### config.mk
export PLATFORM = sky130hd
export DESIGN_NAME = mp_add_seq
export DESIGN_NICKNAME = d
export VERILOG_FILES = /design/src/rtl/mp_add_seq.sv
export SDC_FILE = /design/constraint.sdc
export NUM_CORES = 1
export LEC_CHECK = 0
export BUFFER_PORTS_ARGS = -buffer_cell sky130_fd_sc_hd__buf_2
export CORE_AREA = 2 2 80 82
export DETAILED_ROUTE_END_ITERATION = 16
export DIE_AREA = 0 0 82 84
export PLACE_DENSITY = 0.79
export SLEW_MARGIN = 10
export SYNTH_ARGS = -nofsm -noshare
export SYNTH_HDL_FRONTEND = slang
export SYNTH_SLANG_ARGS = --single-unit
### constraint.sdc
create_clock -name clk -period 1.8 [get_ports clk]
set_input_delay 0 -clock clk [delete_from_list [all_inputs] [get_ports clk]]
set_output_delay 0 -clock clk [all_outputs]
set_load 0.05 [all_outputs]
### src/rtl/mp_add_seq.sv
// mp_add_seq: streams WIDTH-bit operand word pairs through an external adder, least
// significant word first. It chains the carry between words and registers one result word per accepted word.
//
// state | meaning
// FIRST | next accepted word starts an operand; adder cin comes from in_cin
// MID   | continuation word; adder cin comes from the stored carry
module mp_add_seq #(
    parameter int WIDTH  = 32,
    parameter int SWIDTH = WIDTH + 1,
    parameter int NWORDS = 4
) (
    input  logic              clk,
    input  logic              rst,
    input  logic              in_valid,
    output logic              in_ready,
    input  logic [WIDTH-1:0]  in_a,
    input  logic [WIDTH-1:0]  in_b,
    input  logic              in_last,
    input  logic              in_cin,
    output logic              add_cin,
    output logic [WIDTH-1:0]  add_x,
    output logic [WIDTH-1:0]  add_y,
    input  logic [SWIDTH-1:0] add_sm,
    output logic              out_valid,
    input  logic              out_ready,
    output logic [WIDTH-1:0]  out_word,
    output logic              out_last,
    output logic              out_carry,
    output logic              out_zero,
    output logic              out_trunc
);

    localparam int CW = (NWORDS > 1) ? $clog2(NWORDS) : 1;
    localparam logic [CW-1:0] LAST_CNT = CW'(NWORDS - 1);

    typedef enum logic {
        FIRST = 1'b0,
        MID   = 1'b1
    } state_t;

    state_t           state;
    logic [CW-1:0]    cnt;
    logic             carry_q;
    logic             zacc_q;

    logic             accept;
    logic             terminal;
    logic             zacc_nxt;
    logic             sum_cout;
    logic [WIDTH-1:0] sum_word;

    // Single output register: a new word may enter whenever the held one leaves.
    assign in_ready = !out_valid || out_ready;
    assign accept   = in_valid && in_ready;

    assign add_x   = in_a;
    assign add_y   = in_b;
    assign add_cin = (state == FIRST) ? in_cin : carry_q;

    assign sum_word = add_sm[WIDTH-1:0];
    assign sum_cout = add_sm[WIDTH];
    assign terminal = in_last || (cnt == LAST_CNT);
    assign zacc_nxt = ((state == FIRST) ? 1'b1 : zacc_q) && (sum_word == '0);

    always_ff @(posedge clk or posedge rst) begin
        if (rst) begin
            state     <= FIRST;
            cnt       <= '0;
            carry_q   <= 1'b0;
            zacc_q    <= 1'b0;
            out_valid <= 1'b0;
            out_word  <= '0;
            out_last  <= 1'b0;
            out_carry <= 1'b0;
            out_zero  <= 1'b0;
            out_trunc <= 1'b0;
        end else if (accept) begin
            carry_q   <= sum_cout;
            zacc_q    <= zacc_nxt;
            cnt       <= terminal ? '0 : cnt + CW'(1);
            state     <= terminal ? FIRST : MID;
            out_valid <= 1'b1;
            out_word  <= sum_word;
            out_last  <= terminal;
            out_carry <= terminal && sum_cout;
            out_zero  <= terminal && zacc_nxt && !sum_cout;
            out_trunc <= terminal && !in_last;
        end else if (out_ready) begin
            out_valid <= 1'b0;
        end
    end

endmodule

Yosys cells after proc, flatten, opt, wreduce, memory -nomap -nowiden. Cells that the tools add are included.

Logic and storage cells: 31. Register bits after elaboration: 42. Input bits: 103.

Multiplexer cells: 6. Add/sub/neg operators: 1. Equal/unequal tests: 1. Reductions and logical operators: 13.

Operators by type and width (count): 32-bit zero test (1); 1-bit logical AND (6); 1-bit 2-to-1 mux (5); 1-bit zero test (3); 2-bit by 1-bit adder with 2-bit output, second input constant (1); 2-bit == test, second input constant (1); 1-bit logical OR (2); 2-bit 2-to-1 mux (1); 2-bit nonzero test (1).

Longest topological paths before layout.
Depth after elaboration: 4. Gate-level depth with buffers: 5. Mapped depth without buffers: 4.

Worst setup path before layout. OpenSTA, ideal clock, no wires.

Path type: register to register. Start: register out_valid. End: register carry_q. Clock period less this slack: 1820 ps. Setup slack: -20 ps. Stages on the path, launching flop included: 5. Data required time: 1675 ps. Path buffers: 1. Arrival time: 1696 ps. Cell sequence: dfrtp_1 > nand2b_2 > nand2_2 > buf_4 > mux2_2.

Word-level cells in the longest chain between the ends: 3.

RTL lines: from (decl) (RTL line 24) `output logic out_valid,`; from (signal assigned) (RTL line 71) `out_valid <= 1'b0;`; from (signal assigned) (RTL line 82) `out_valid <= 1'b1;`; from (signal assigned) (RTL line 89) `out_valid <= 1'b0;`; 1-bit zero test (RTL line 53) `assign in_ready = !out_valid || out_ready;`; 1-bit logical OR (RTL line 53); net in_ready (RTL line 15) `output logic in_ready,`; 1-bit logical AND (RTL line 54) `assign accept = in_valid && in_ready;`; to (signal assigned) (RTL line 78) `carry_q <= sum_cout;`; to (decl) (RTL line 43) `logic carry_q;`.

The timed path passes the listed nets, and every way through them passes these cells. A chain may end at the register's enable or synchronous reset.

Final worst setup path.
Start: input add_sm[16]. End: register out_zero.

Word-level cells in the longest chain between the ends: 4.

RTL lines: from (decl) (RTL line 23) `input logic [SWIDTH-1:0] add_sm,`; 32-bit zero test (RTL line 63) `assign zacc_nxt = ((state == FIRST) ? 1'b1 : zacc_q) && (sum_word == '0);`; 1-bit logical AND (RTL line 63); 1-bit logical AND (2 in a row) (RTL line 86) `out_zero <= terminal && zacc_nxt && !sum_cout;`; to (signal assigned) (RTL line 86); to (decl) (RTL line 29) `output logic out_zero,`.

No other way between the ends.

==> flow_summary.ini <==
[setup_path]
crit_fanout = 2
crit_chain = dlygate4sd3_1, buf_2, nor4_2, nand4_1, nor4_2, a22o_1
arrival_ps = 1690
critPathLaunchType = input port
crit_type = input port to register
crit_path_end_kind = register
crit_buf_inv = 2
slowest_delay_ps = 540
critPathTopFamily = simple AND/OR/NAND/NOR gates
crit_top_cell = nor4_2
crit_slowest_cell = dlygate4sd3_1
crit_required_ps = 2030

[layout]
nNetsFinal = 342
final_layout_size_suffix_gt1_share_pct = 55.2
n_antenna_cell = 0
mostFrequentLayoutCells = buf_2, dfrtp_1, dlygate4sd3_1, mux2_2, nand2_1
final_common_cell = buf_2
fin_util_pct = 43.2
nFillCells = 583
syn_to_final_growth_pct = 20.4

[clock_network]
root_buffer = clkbuf_8
clk_pin_slew_ps = 80
cts_made_buffers = 5
cts.sink_count = 42
cts.path.max_buffers = 2
post-cts-setup-buffers = 0
cts_tree = done
htree_levels = 2
cts-hold-fix-buffers = 35
cts_resized = 0
clock_latency_ps = 290

[run]
maxCapViolCount = 0

[outcome]
status = finished, final reports clean

[place]
routabilityCongestion = 0.711
portBuffers = 77
hpwl_mm = 3.36

[yosys]
synthTopCellsByArea = dfrtp_1, buf_4, mux2_2, nor4_2, nand2_1
synthArstFlopShare_pct = 100
synthCells = 183
synth-edff-count = 0
ys_seq_area_share_pct = 48.0
avgSynthCellArea_sq_um = 12.0
synth_nets = 287
synth_largest_area_cell = dfrtp_1
synth-main-ff-cell = dfrtp_1
synthDistinctLibCells = 20
ys_ff_latch = 42
synth_top_area_share_pct = 48.0
synth_area_sq_um = 2190
yosys_warnings = 0

[timing]
fin_crit_sh_pct = 81.1
setup-tns-final_ps = 0
slew_headroom_pct = 63.3
worstMarginPinSlew_ps = 550
final.setup_skew_ps = 3.13
slew_viol_final = 0
finalSetupViolCount = 0
hold_viol = 0
grt_setup_unrepaired = false
final.min_clock_period_ps = 1460
fmax_ghz = 0.685

[route]
drt-wirelength-per-cell_microns = 15.1
vias = 1461
drc_errors = 0
drtPass1Iterations = 4
drt-total-wl_mm = 4.78
drt-initial-drc-count = 31
ant_nets = 0
vias_per_cell = 4.62

[global_route]
grt_pass1_wl_mm = 7.29
grt_pass1_vias = 1577
overflow = 0
grt_usage_pct = 14.0
grt_antenna_before_repair = 0
grt_max_degree = 28

[power_and_ir_drop]
vdd_ir_drop_max_mv = 0.702
p_total_mw = 2.67
power_density_nw_per_um2 = 1010
p_leak_nw = 1.24

[die]
io_pins = 206
core_area_sq_um = 6100
start_util_pct = 35.9
rows = 29
die_x_microns = 82
die-area_sq_um = 6890
die_h_microns = 84

[hold_path]
hold_class = input port to output port
per-stage QoR:
| step | cell area, sq um | worst slack (ps) | std cells | hold WS (ps) |
|---|---|---|---|---|
| after floorplan | 2190 | 156 | 183 | 108 |
| after global placement | 2190 | 528 | 273 | 0.341 |
| after detailed placement | 2190 | 494 | 273 | 0.341 |
| after CTS | 2640 | 338 | 316 | 0.341 |
| after global routing | 2640 | 295 | 316 | 0.0727 |
| final | 2640 | 340 | 316 | 0.0220 |
layout make-up:
| class | instances | area, sq um | area share [%] |
|---|---|---|---|
| clock buffers | 7 | 86.3 | 3.27 |
| clock inverters | 1 | 5.00 | 0.190 |
| inverters | 3 | 11.3 | 0.427 |
| multi-input cells | 70 | 619 | 23.5 |
| flip-flops and latches | 42 | 1050 | 39.9 |
| well taps | 77 | 96.3 | 3.65 |
| repair buffers | 116 | 766 | 29.0 |
cell families (layout without fill, tap and decap cells):
group           count (synthesis)  in the layout  synth area share [%]
buf+inv                        71            127                  23.7
flops                          42             42                  48.0
mux                            34             34                  17.5
simple gates                   26             26                  7.71
compound gates                  9              9                  2.51
fa+ha+maj                       1              1                 0.571
per-layer routing:
metal,part of all wire [%],GRT usage [%],vias to the layer above
li1,-,-,658
met1,38,14.6,703
met2,50,24.0,76
met3,9.6,5.19,24
met4,2.4,7.12,0
met5,0,0,-
report_power, final:
part | total, mW | switching [mW] | leakage, nW | internal (mW)
Clock | 0.629 | 0.320 | 0.0482 | 0.310
Combinational | 0.902 | 0.618 | 0.691 | 0.283
Sequential | 1.14 | 0.0668 | 0.500 | 1.07
final timing paths:
kind,slack [ps],to,depth (start not counted),start
worst min-delay path,0.02,add_x[23],0,in_a[23]
worst max register to register,480,out_word[4],4,out_valid
worst min register to register,490,out_carry,2,out_carry
worst max-delay path,340,out_zero,6,add_sm[16]
min in group asynchronous,300,out_word[23],3,rst
max in group asynchronous,950,out_word[11],4,rst
state kept, by name, indices dropped and copies added (netlist names):
register and flops:
carry_q 1, out_carry 1, cnt 2, out_trunc 1, out_word 32, state 1, out_zero 1, out_valid 1
out_last 1, zacc_q 1
synthesized netlist by cell type (2+ instances only):
cell type and number:
nand2b_1 2, nor2_1 2, nor4_2 5, nand2_1 8, nor4_1 4, inv_1 3, dfrtp_1 42, o21ai_0 5
nand3_1 2, mux2_2 34, buf_4 67
Note: power is estimated with default switching activity, not from simulation.
